--- config.mk ---
export PLATFORM = sky130hd
export DESIGN_NAME = gpio_bus_responder
export DESIGN_NICKNAME = d
export VERILOG_FILES = /design/src/rtl/gpio_pkg.sv /design/src/rtl/gpio_in_cond.sv /design/src/rtl/gpio_bus_responder.sv
export SDC_FILE = /design/constraint.sdc
export NUM_CORES = 1
export LEC_CHECK = 0
export CORE_MARGIN = 1.5
export CORE_UTILIZATION = 41
export DETAILED_ROUTE_END_ITERATION = 6
export PLACE_DENSITY_LB_ADDON = 0.08
export SLEW_MARGIN = 0
export SYNTH_ARGS = -nofsm -noshare
export SYNTH_HDL_FRONTEND = slang
export SYNTH_SLANG_ARGS = --single-unit
--- constraint.sdc ---
create_clock -name clk -period 2.6 [get_ports clk]
set_input_delay 0.65 -clock clk [delete_from_list [all_inputs] [get_ports clk]]
set_output_delay 0.65 -clock clk [all_outputs]
set_load 0.01 [all_outputs]
--- src/rtl/gpio_pkg.sv ---
// Shared constants for the GPIO bus responder: register offsets, FSM encoding
// and the default base address.
package gpio_pkg;

  localparam logic [31:0] DEF_BASE_ADDR = 32'h1001_0020;

  localparam logic [1:0] OFF_DATA_IN  = 2'd0;
  localparam logic [1:0] OFF_DATA_OUT = 2'd1;
  localparam logic [1:0] OFF_EDGE_STS = 2'd2;
  localparam logic [1:0] OFF_EDGE_MSK = 2'd3;

  typedef enum logic [0:0] {
    ST_IDLE = 1'b0,
    ST_RESP = 1'b1
  } state_t;

endpackage

--- src/rtl/gpio_in_cond.sv ---
// Input conditioning: 2-flop synchroniser, optional per-bit debounce
// (GPIO_DEBOUNCE_EN) and rising-edge detect on the conditioned value.
module gpio_in_cond #(
  parameter int GPIO_W = 10
`ifdef GPIO_DEBOUNCE_EN
  , parameter int DEB_CYCLES = 4
`endif
) (
  input  logic              clk,
  input  logic              rst,
  input  logic [GPIO_W-1:0] din,
  output logic [GPIO_W-1:0] data_in,
  output logic [GPIO_W-1:0] edge_rise
);

  logic [GPIO_W-1:0] sync1;
  logic [GPIO_W-1:0] sync2;
  logic [GPIO_W-1:0] prev;
  logic [GPIO_W-1:0] val;

  always_ff @(posedge clk) begin
    if (rst) begin
      sync1 <= '0;
      sync2 <= '0;
    end else begin
      sync1 <= din;
      sync2 <= sync1;
    end
  end

`ifdef GPIO_DEBOUNCE_EN
  localparam int CW = $clog2(DEB_CYCLES + 1);

  logic [GPIO_W-1:0] deb;
  logic [CW-1:0]     cnt [GPIO_W];

  // A bit flips only after DEB_CYCLES consecutive disagreeing samples;
  // any agreeing sample restarts the count.
  always_ff @(posedge clk) begin
    if (rst) begin
      deb <= '0;
      for (int i = 0; i < GPIO_W; i++) cnt[i] <= '0;
    end else begin
      for (int i = 0; i < GPIO_W; i++) begin
        if (sync2[i] != deb[i]) begin
          if (cnt[i] == CW'(DEB_CYCLES - 1)) begin
            deb[i] <= sync2[i];
            cnt[i] <= '0;
          end else begin
            cnt[i] <= cnt[i] + CW'(1);
          end
        end else begin
          cnt[i] <= '0;
        end
      end
    end
  end

  assign val = deb;
`else
  assign val = sync2;
`endif

  always_ff @(posedge clk) begin
    if (rst) prev <= '0;
    else     prev <= val;
  end

  assign data_in   = val;
  assign edge_rise = val & ~prev;

endmodule

--- src/rtl/gpio_bus_responder.sv ---
// Memory-mapped GPIO responder on the data-memory bus with a one-wait-state
// valid/ready handshake. Optional input debounce via GPIO_DEBOUNCE_EN.
//
// state   | meaning
// ST_IDLE | waiting for req_valid; captures the request when it arrives
// ST_RESP | req_ready high for one cycle, read data driven, store committed
module gpio_bus_responder
  import gpio_pkg::*;
#(
  parameter logic [31:0] BASE_ADDR = DEF_BASE_ADDR,
  parameter int          GPIO_W    = 10
`ifdef GPIO_DEBOUNCE_EN
  , parameter int        DEB_CYCLES = 4
`endif
) (
  input  logic              clk,
  input  logic              rst,
  input  logic              req_valid,
  input  logic              req_we,
  input  logic [31:0]       req_addr,
  input  logic [31:0]       req_wdata,
  output logic              req_ready,
  output logic [31:0]       rsp_rdata,
  input  logic [GPIO_W-1:0] GPIO_Port_In,
  output logic [GPIO_W-1:0] GPIO_Port_Out,
  output logic              edge_pending
);

  state_t state, state_nxt;

  logic        we_q;
  logic        hit_q;
  logic [1:0]  off_q;
  logic [31:0] wdata_q;

  logic [GPIO_W-1:0] data_in;
  logic [GPIO_W-1:0] edge_rise;
  logic [GPIO_W-1:0] data_out;
  logic [GPIO_W-1:0] edge_sts;
  logic [GPIO_W-1:0] edge_msk;
  logic [GPIO_W-1:0] sts_clr;
  logic              pend_q;
  logic              resp;
  logic              wr_en;
  logic [31:0]       rd_word;
  logic              unused_bits;

  gpio_in_cond #(
    .GPIO_W     (GPIO_W)
`ifdef GPIO_DEBOUNCE_EN
    , .DEB_CYCLES (DEB_CYCLES)
`endif
  ) u_in_cond (
    .clk       (clk),
    .rst       (rst),
    .din       (GPIO_Port_In),
    .data_in   (data_in),
    .edge_rise (edge_rise)
  );

  always_ff @(posedge clk) begin
    if (rst) state <= ST_IDLE;
    else     state <= state_nxt;
  end

  always_comb begin
    state_nxt = state;
    case (state)
      ST_IDLE: if (req_valid) state_nxt = ST_RESP;
      ST_RESP: state_nxt = ST_IDLE;
      default: state_nxt = ST_IDLE;
    endcase
  end

  always_ff @(posedge clk) begin
    if (rst) begin
      we_q    <= 1'b0;
      hit_q   <= 1'b0;
      off_q   <= 2'd0;
      wdata_q <= '0;
    end else if (state == ST_IDLE && req_valid) begin
      we_q    <= req_we;
      hit_q   <= (req_addr[31:4] == BASE_ADDR[31:4]);
      off_q   <= req_addr[3:2];
      wdata_q <= req_wdata;
    end
  end

  assign resp  = (state == ST_RESP);
  assign wr_en = resp && we_q && hit_q;

  assign sts_clr = (wr_en && off_q == OFF_EDGE_STS) ? wdata_q[GPIO_W-1:0] : '0;

  // New edges are ORed in after the clear, so a coincident edge survives W1C.
  always_ff @(posedge clk) begin
    if (rst) begin
      data_out <= '0;
      edge_sts <= '0;
      edge_msk <= '0;
      pend_q   <= 1'b0;
    end else begin
      if (wr_en && off_q == OFF_DATA_OUT) data_out <= wdata_q[GPIO_W-1:0];
      if (wr_en && off_q == OFF_EDGE_MSK) edge_msk <= wdata_q[GPIO_W-1:0];
      edge_sts <= (edge_sts & ~sts_clr) | edge_rise;
      pend_q   <= |(edge_sts & edge_msk);
    end
  end

  always_comb begin
    rd_word = '0;
    case (off_q)
      OFF_DATA_IN:  rd_word = 32'(data_in);
      OFF_DATA_OUT: rd_word = 32'(data_out);
      OFF_EDGE_STS: rd_word = 32'(edge_sts);
      OFF_EDGE_MSK: rd_word = 32'(edge_msk);
      default:      rd_word = '0;
    endcase
  end

  // Reset during RESP drops the transaction, so the pulse is suppressed too.
  assign req_ready = resp && !rst;
  assign rsp_rdata = (req_ready && !we_q && hit_q) ? rd_word : '0;

  assign GPIO_Port_Out = data_out;
  assign edge_pending  = pend_q;

  assign unused_bits = ^{req_addr[1:0], wdata_q};

endmodule

* Word-level counts from Yosys, hierarchy flattened
Index checks and enable logic that the tools add are counted.
** Word-level totals
- Memory bits (writable) :: 0
- Logic and storage cells :: 41
- Bits in latches :: 0
- ROM bits :: 0
- Memories kept :: 0
- Register bits :: 76
- Input port bits :: 78
** Operators by class
- Reductions and logical operators :: 13
- Equality and inequality tests :: 4
- Muxes and demuxes :: 5
- Div/mod/pow operators :: 0
- Bitwise logic cells :: 7
- Shifts and indexed selects :: 0
- $lt $le $gt $ge :: 0
- Multipliers :: 0
- Add/subtract/negate cells :: 0
** Operators with widths (number)
- 32-bit one-hot mux with 4 select lines :: 1
- 32-bit two-way mux :: 1
- 10-bit bitwise AND :: 3
- 28-bit by 25-bit equality test with 1-bit output (second input constant) :: 1
- 10-bit inverter :: 2
- 10-bit two-way mux :: 1
- 10-bit OR :: 1
- 10-bit OR reduction :: 1
- 1-bit logical AND :: 9
- 2-bit equality test (second input constant) :: 2
- 2-bit by 1-bit equality test with 1-bit output (second input constant) :: 1
- 1-bit logical NOT :: 2
- 2-bit logical NOT :: 1
- 1-bit one-hot mux with 2 select lines :: 1
- 1-bit two-way mux :: 1
- 1-bit inverter :: 1

* Depth between registers and ports, before layout
- Word-level depth :: 7
- Mapped depth :: 6
- Gate-level depth less buffers :: 3

* Cells and area by module
Synthesis repeated with hierarchy kept, for this count alone.
** Second synthesis, totals
- Cells, all modules :: 332
- Area, all modules :: 3363.2 sq um
** By module, submodules not included
- gpio_bus_responder :: cells an instance 259, times used 1, area an instance 2418.6 sq um, sequential area each 920.9 sq um
- gpio_in_cond :: cells an instance 73, times used 1, area an instance 944.7 sq um, sequential area each 600.6 sq um

* Worst setup path before layout
Ideal clock, no wire load.
- Kind :: in2out
- From :: in rst
- To :: out rsp_rdata[0]
- Cell stages on the path :: 4
- Setup slack :: 0.581 ns
- Arrival :: 1.369 ns
- Data required time :: 1.950 ns
- Cells stage by stage :: clkbuf_2 -> nor2_1 -> nand3_1 -> nor2b_1
** On the way
- Cells in the longest elaborated chain, start to end :: 5
** RTL lines
- from (decl) :: RTL line gpio_bus_responder.sv:17 : input logic rst,
- 1-bit logical NOT :: RTL line gpio_bus_responder.sv:121 : assign req_ready = resp && !rst;
- 1-bit logical AND :: RTL line gpio_bus_responder.sv:121
- 1-bit logical AND (2 in series) :: RTL line gpio_bus_responder.sv:122 : assign rsp_rdata = (req_ready && !we_q && hit_q) ? rd_word : '0;
- 32-bit two-way mux :: RTL line gpio_bus_responder.sv:122
- to (decl) :: RTL line gpio_bus_responder.sv:23 : output logic [31:0] rsp_rdata,
Every way passes these cells.

* Worst setup path after layout
- From :: reg off_q[1]
- To :: out rsp_rdata[9]
** On the way
- Cells in the longest elaborated chain, start to end :: 3
- Elaborated cells on any way between the ends :: 6
- Classes of those cells :: 3 x eq/ne; 2 x mux; 1 x reduce/logical
** RTL lines
- from (decl) :: RTL line gpio_bus_responder.sv:33 : logic [1:0] off_q;
- from (signal assigned) :: RTL line gpio_bus_responder.sv:84 : off_q <= req_addr[3:2];
- 2-bit equality test, or another cell as far along :: RTL line gpio_bus_responder.sv:111 : case (off_q)
- 32-bit one-hot mux with 4 select lines (*) :: RTL line gpio_bus_responder.sv:111
- 32-bit two-way mux (*) :: RTL line gpio_bus_responder.sv:122
Mark *: on every way between the ends. The rest lies on a longest branch, timed or not. The select of a mux whose other input is x is not followed.

==> impl_metrics.toml <==
[global_route]
grt_pass1_wl_um = 11100
grt_pass1_vias = 2231
track_usage_pct = 17.1
grt_start_max_net_pins = 87
antenna_found_initial = 0
grt.overflow.total = 0

[setup_path]
crit_path_end_kind = "output port"
setup.worst_path.class = "reg2out"
cp.arrival_ns = 1.76
crit_buf_inv = 2
r2r_cells = 4
crit_family = "multiplexers"
cp_cell_sequence = "buf_12, mux4_2, nor2b_1, dlygate4sd2_1"
startpoint_type = "flip-flop"
worstPathRequired_ns = 1.95
reg2reg_to = "edge_msk[7]"
cpPeakStageDelay_ns = 0.50
reg2reg_slack_ns = 1.02
cp_max_fo = 9
crit_slowest_cell = "mux4_2"
r2r-start = "off_q[0]"

[clocking]
cts.sinks = 76
path_clk_slew_ns = 0.07
cts_tree = "built"
clock_path_buffers = 2
clk_latency_ns = 0.35
cts-root-buf = "clkbuf_8"
numCtsBuffers = 9
htreeDepth = 3

[route]
drc_errors = 0
first_pass_iters = 4
vias = 2390
drt_wl_total_um = 6850
viasPerCell = 4.72
wl_per_cell_um = 13.5
postRouteAntennaNets = 0
drtIter0Drc = 91

[final_layout]
syn2layout_area_growth_pct = 29.2
n_fill_cell = 724
final_cell_area_um2 = 4230
drive_gt1_share_pct = 9.43
nets = 476

[sta]
tns_ns = 0
period_needed_ns = 2.41
rsz0062_at_grt = "false"
fin_skew_ns = 0.0106
slew_headroom_pct = 49.5
max_freq_mhz = 414
final_max_slew_viol_count = 0
max_slew.worst_pin.slew_ns = 0.758
finalHoldViolations = 0
period_share_pct = 92.8
finalSetupViolations = 0

[synth]
synth_top_area_share_pct = 46.4
synth_top_area_cell = "dfxtp_1"
synth_area_um2 = 3280
synth-seq-cells = 76
avgSynthCellArea_um2 = 10.2
netlist_instances = 322
synthArstFlopShare_pct = 0
yosys_most_used_dff = "dfxtp_1"
ys_types = 32
ys_warn_count = 0
synthTopCellsByArea = "dfxtp_1 (46%), nor2b_1 (8.0%), nand2b_1 (7.8%)"
yosysSeqAreaShare_pct = 46.4
synth_edf_count = 0

[hold_path]
hold_path.class = "reg2reg"
worst_hold_path.endpoint = "u_in_cond.data_in[7]"
min_from = "u_in_cond.sync1[7]"
hold_depth = 1

[outcome]
status = "finished, final reports clean"

[die]
core_um2 = 7730
die_h_um = 92.4
rows = 32
initial_core_util_pct = 42.4
die_area_um2 = 8540
io_pins = 122
die_w_um = 92.4

[power_and_ir_drop]
p_leak_uw = 0.00160
ir_worst_vdd_v = 0.000255
powerDensity_nw_per_um2 = 543

[placement]
gp_congestion = 0.772
place_area_um2 = 4040
port_buffers = 75
post-dp-hpwl_um = 4640

[job]
max-cap-violations = 0
repair_timing:
action,in CTS,in global routing
resized for setup,10,1
pin swaps,0,0
gates cloned,0,0
hold buffers,0,0
buffers inserted,1,0
setup endpoints to repair,10,1
registers in the layout (all words and copies together) (netlist names), 2 cells and up:
register / cells
u_in_cond.prev: 10
GPIO_Port_Out: 10
edge_sts: 10
wdata_q: 10
off_q: 2
edge_msk: 10
u_in_cond.sync1: 10
u_in_cond.data_in: 10
cell usage in the layout, fill, tap and decap left out, types with 2 or more instances in the layout:
cell and instances:
mux2i_1 20, nand4_1 2, a21oi_1 13, inv_1 10
o2bb2ai_1 10, nor4b_1 3, conb_1 22, buf_12 2
clkbuf_8 12, nand2b_1 41, nor4_1 4, nor2b_1 42
a221oi_1 2, nand2_1 26, a22o_1 2, clkdlybuf4s50_1 64
nand4_2 2, buf_4 5, clkinvlp_4 2, dfxtp_1 75
dlygate4sd2_1 9, mux4_2 10, nor3b_1 11
worst max path at each step:
stage               startpoint            to  slack (ns)  cells past startpoint
global placement           rst  rsp_rdata[7]        0.12                      6
detailed placement         rst  rsp_rdata[5]        0.12                      6
finish                off_q[1]  rsp_rdata[9]        0.19                      4
CTS                   off_q[1]  rsp_rdata[5]       0.006                      4
global route          off_q[1]  rsp_rdata[0]        0.12                      4
floorplan                  rst  rsp_rdata[0]        0.58                      4
logic make-up (layout without fill, tap and decap cells):
logic type | after synthesis | count (layout) | synth area share [%]
AO/OA/AOI/OAI | 30 | 30 | 6.30
flip-flops | 76 | 76 | 46.4
buffers and inverters | 49 | 109 | 9.12
AND/OR/NAND/NOR | 136 | 136 | 25.1
other | 1 | 23 | 0.114
multiplexers | 30 | 30 | 13.0
report_power, final:
group / switching, uW / leakage (uW) / internal, uW
clock: 423 / 0.0000917 / 424
combinational: 89.5 / 0.000890 / 136
sequential: 23.4 / 0.000622 / 1200
synth_stat cells (2+ instances only):
master and number:
dfxtp_1 76, nor2b_1 42, nand2b_1 41, nand2_1 26
buf_4 22, mux2i_1 20, a21oi_1 13, nor3b_1 11
inv_1 10, mux4_2 10, o2bb2ai_1 10, clkbuf_1 8
buf_2 4, nor4_1 4, nor4b_1 3, a221oi_1 2
a22o_1 2, buf_6 2, nand4_1 2, nand4_2 2
per-layer routing:
| metal | vias up | global-route usage, % | part of all wire, % |
|---|---|---|---|
| met1 | 1101 | 22.8 | 47 |
| met5 | - | 0 | 0 |
| li1 | 1195 | - | - |
| met4 | 0 | 8.08 | 1.6 |
| met3 | 10 | 4.43 | 6.9 |
| met2 | 84 | 25.7 | 45 |
layout make-up:
cell class | count | area (um2) | area share, %
clock inverter | 3 | 20.0 | 0.473
multi-input combinational | 218 | 1540 | 36.3
sequential | 76 | 1520 | 36.0
clock buffer | 13 | 169 | 3.99
timing repair buffer | 82 | 815 | 19.2
tap | 102 | 128 | 3.01
inverter | 11 | 41.3 | 0.975
antenna | 1 | 2.50 | 0.0591
worst register-to-register path: stages, from the launching register on:
cell and delay [ns]:
dfxtp_1 0.38, buf_12 0.19, nand4_2 0.14, or2_1 0.51, mux2i_1 0.22
metrics by stage:
step	hold WS [ns]	util (%)	setup WS [ns]	cells	total power (uW)
6_report	0.437	54.8	0.187	506	2300
5_1_grt	0.457	54.8	0.121	505	2400
4_1_cts	0.442	54.7	0.00590	505	2320
3_5_place_dp	0.424	52.3	0.122	488	1480
3_3_place_gp	0.417	52.3	0.119	488	1480
2_1_floorplan	0.414	-	0.581	343	1390
No activity file was read; power rests on OpenSTA's default activity.
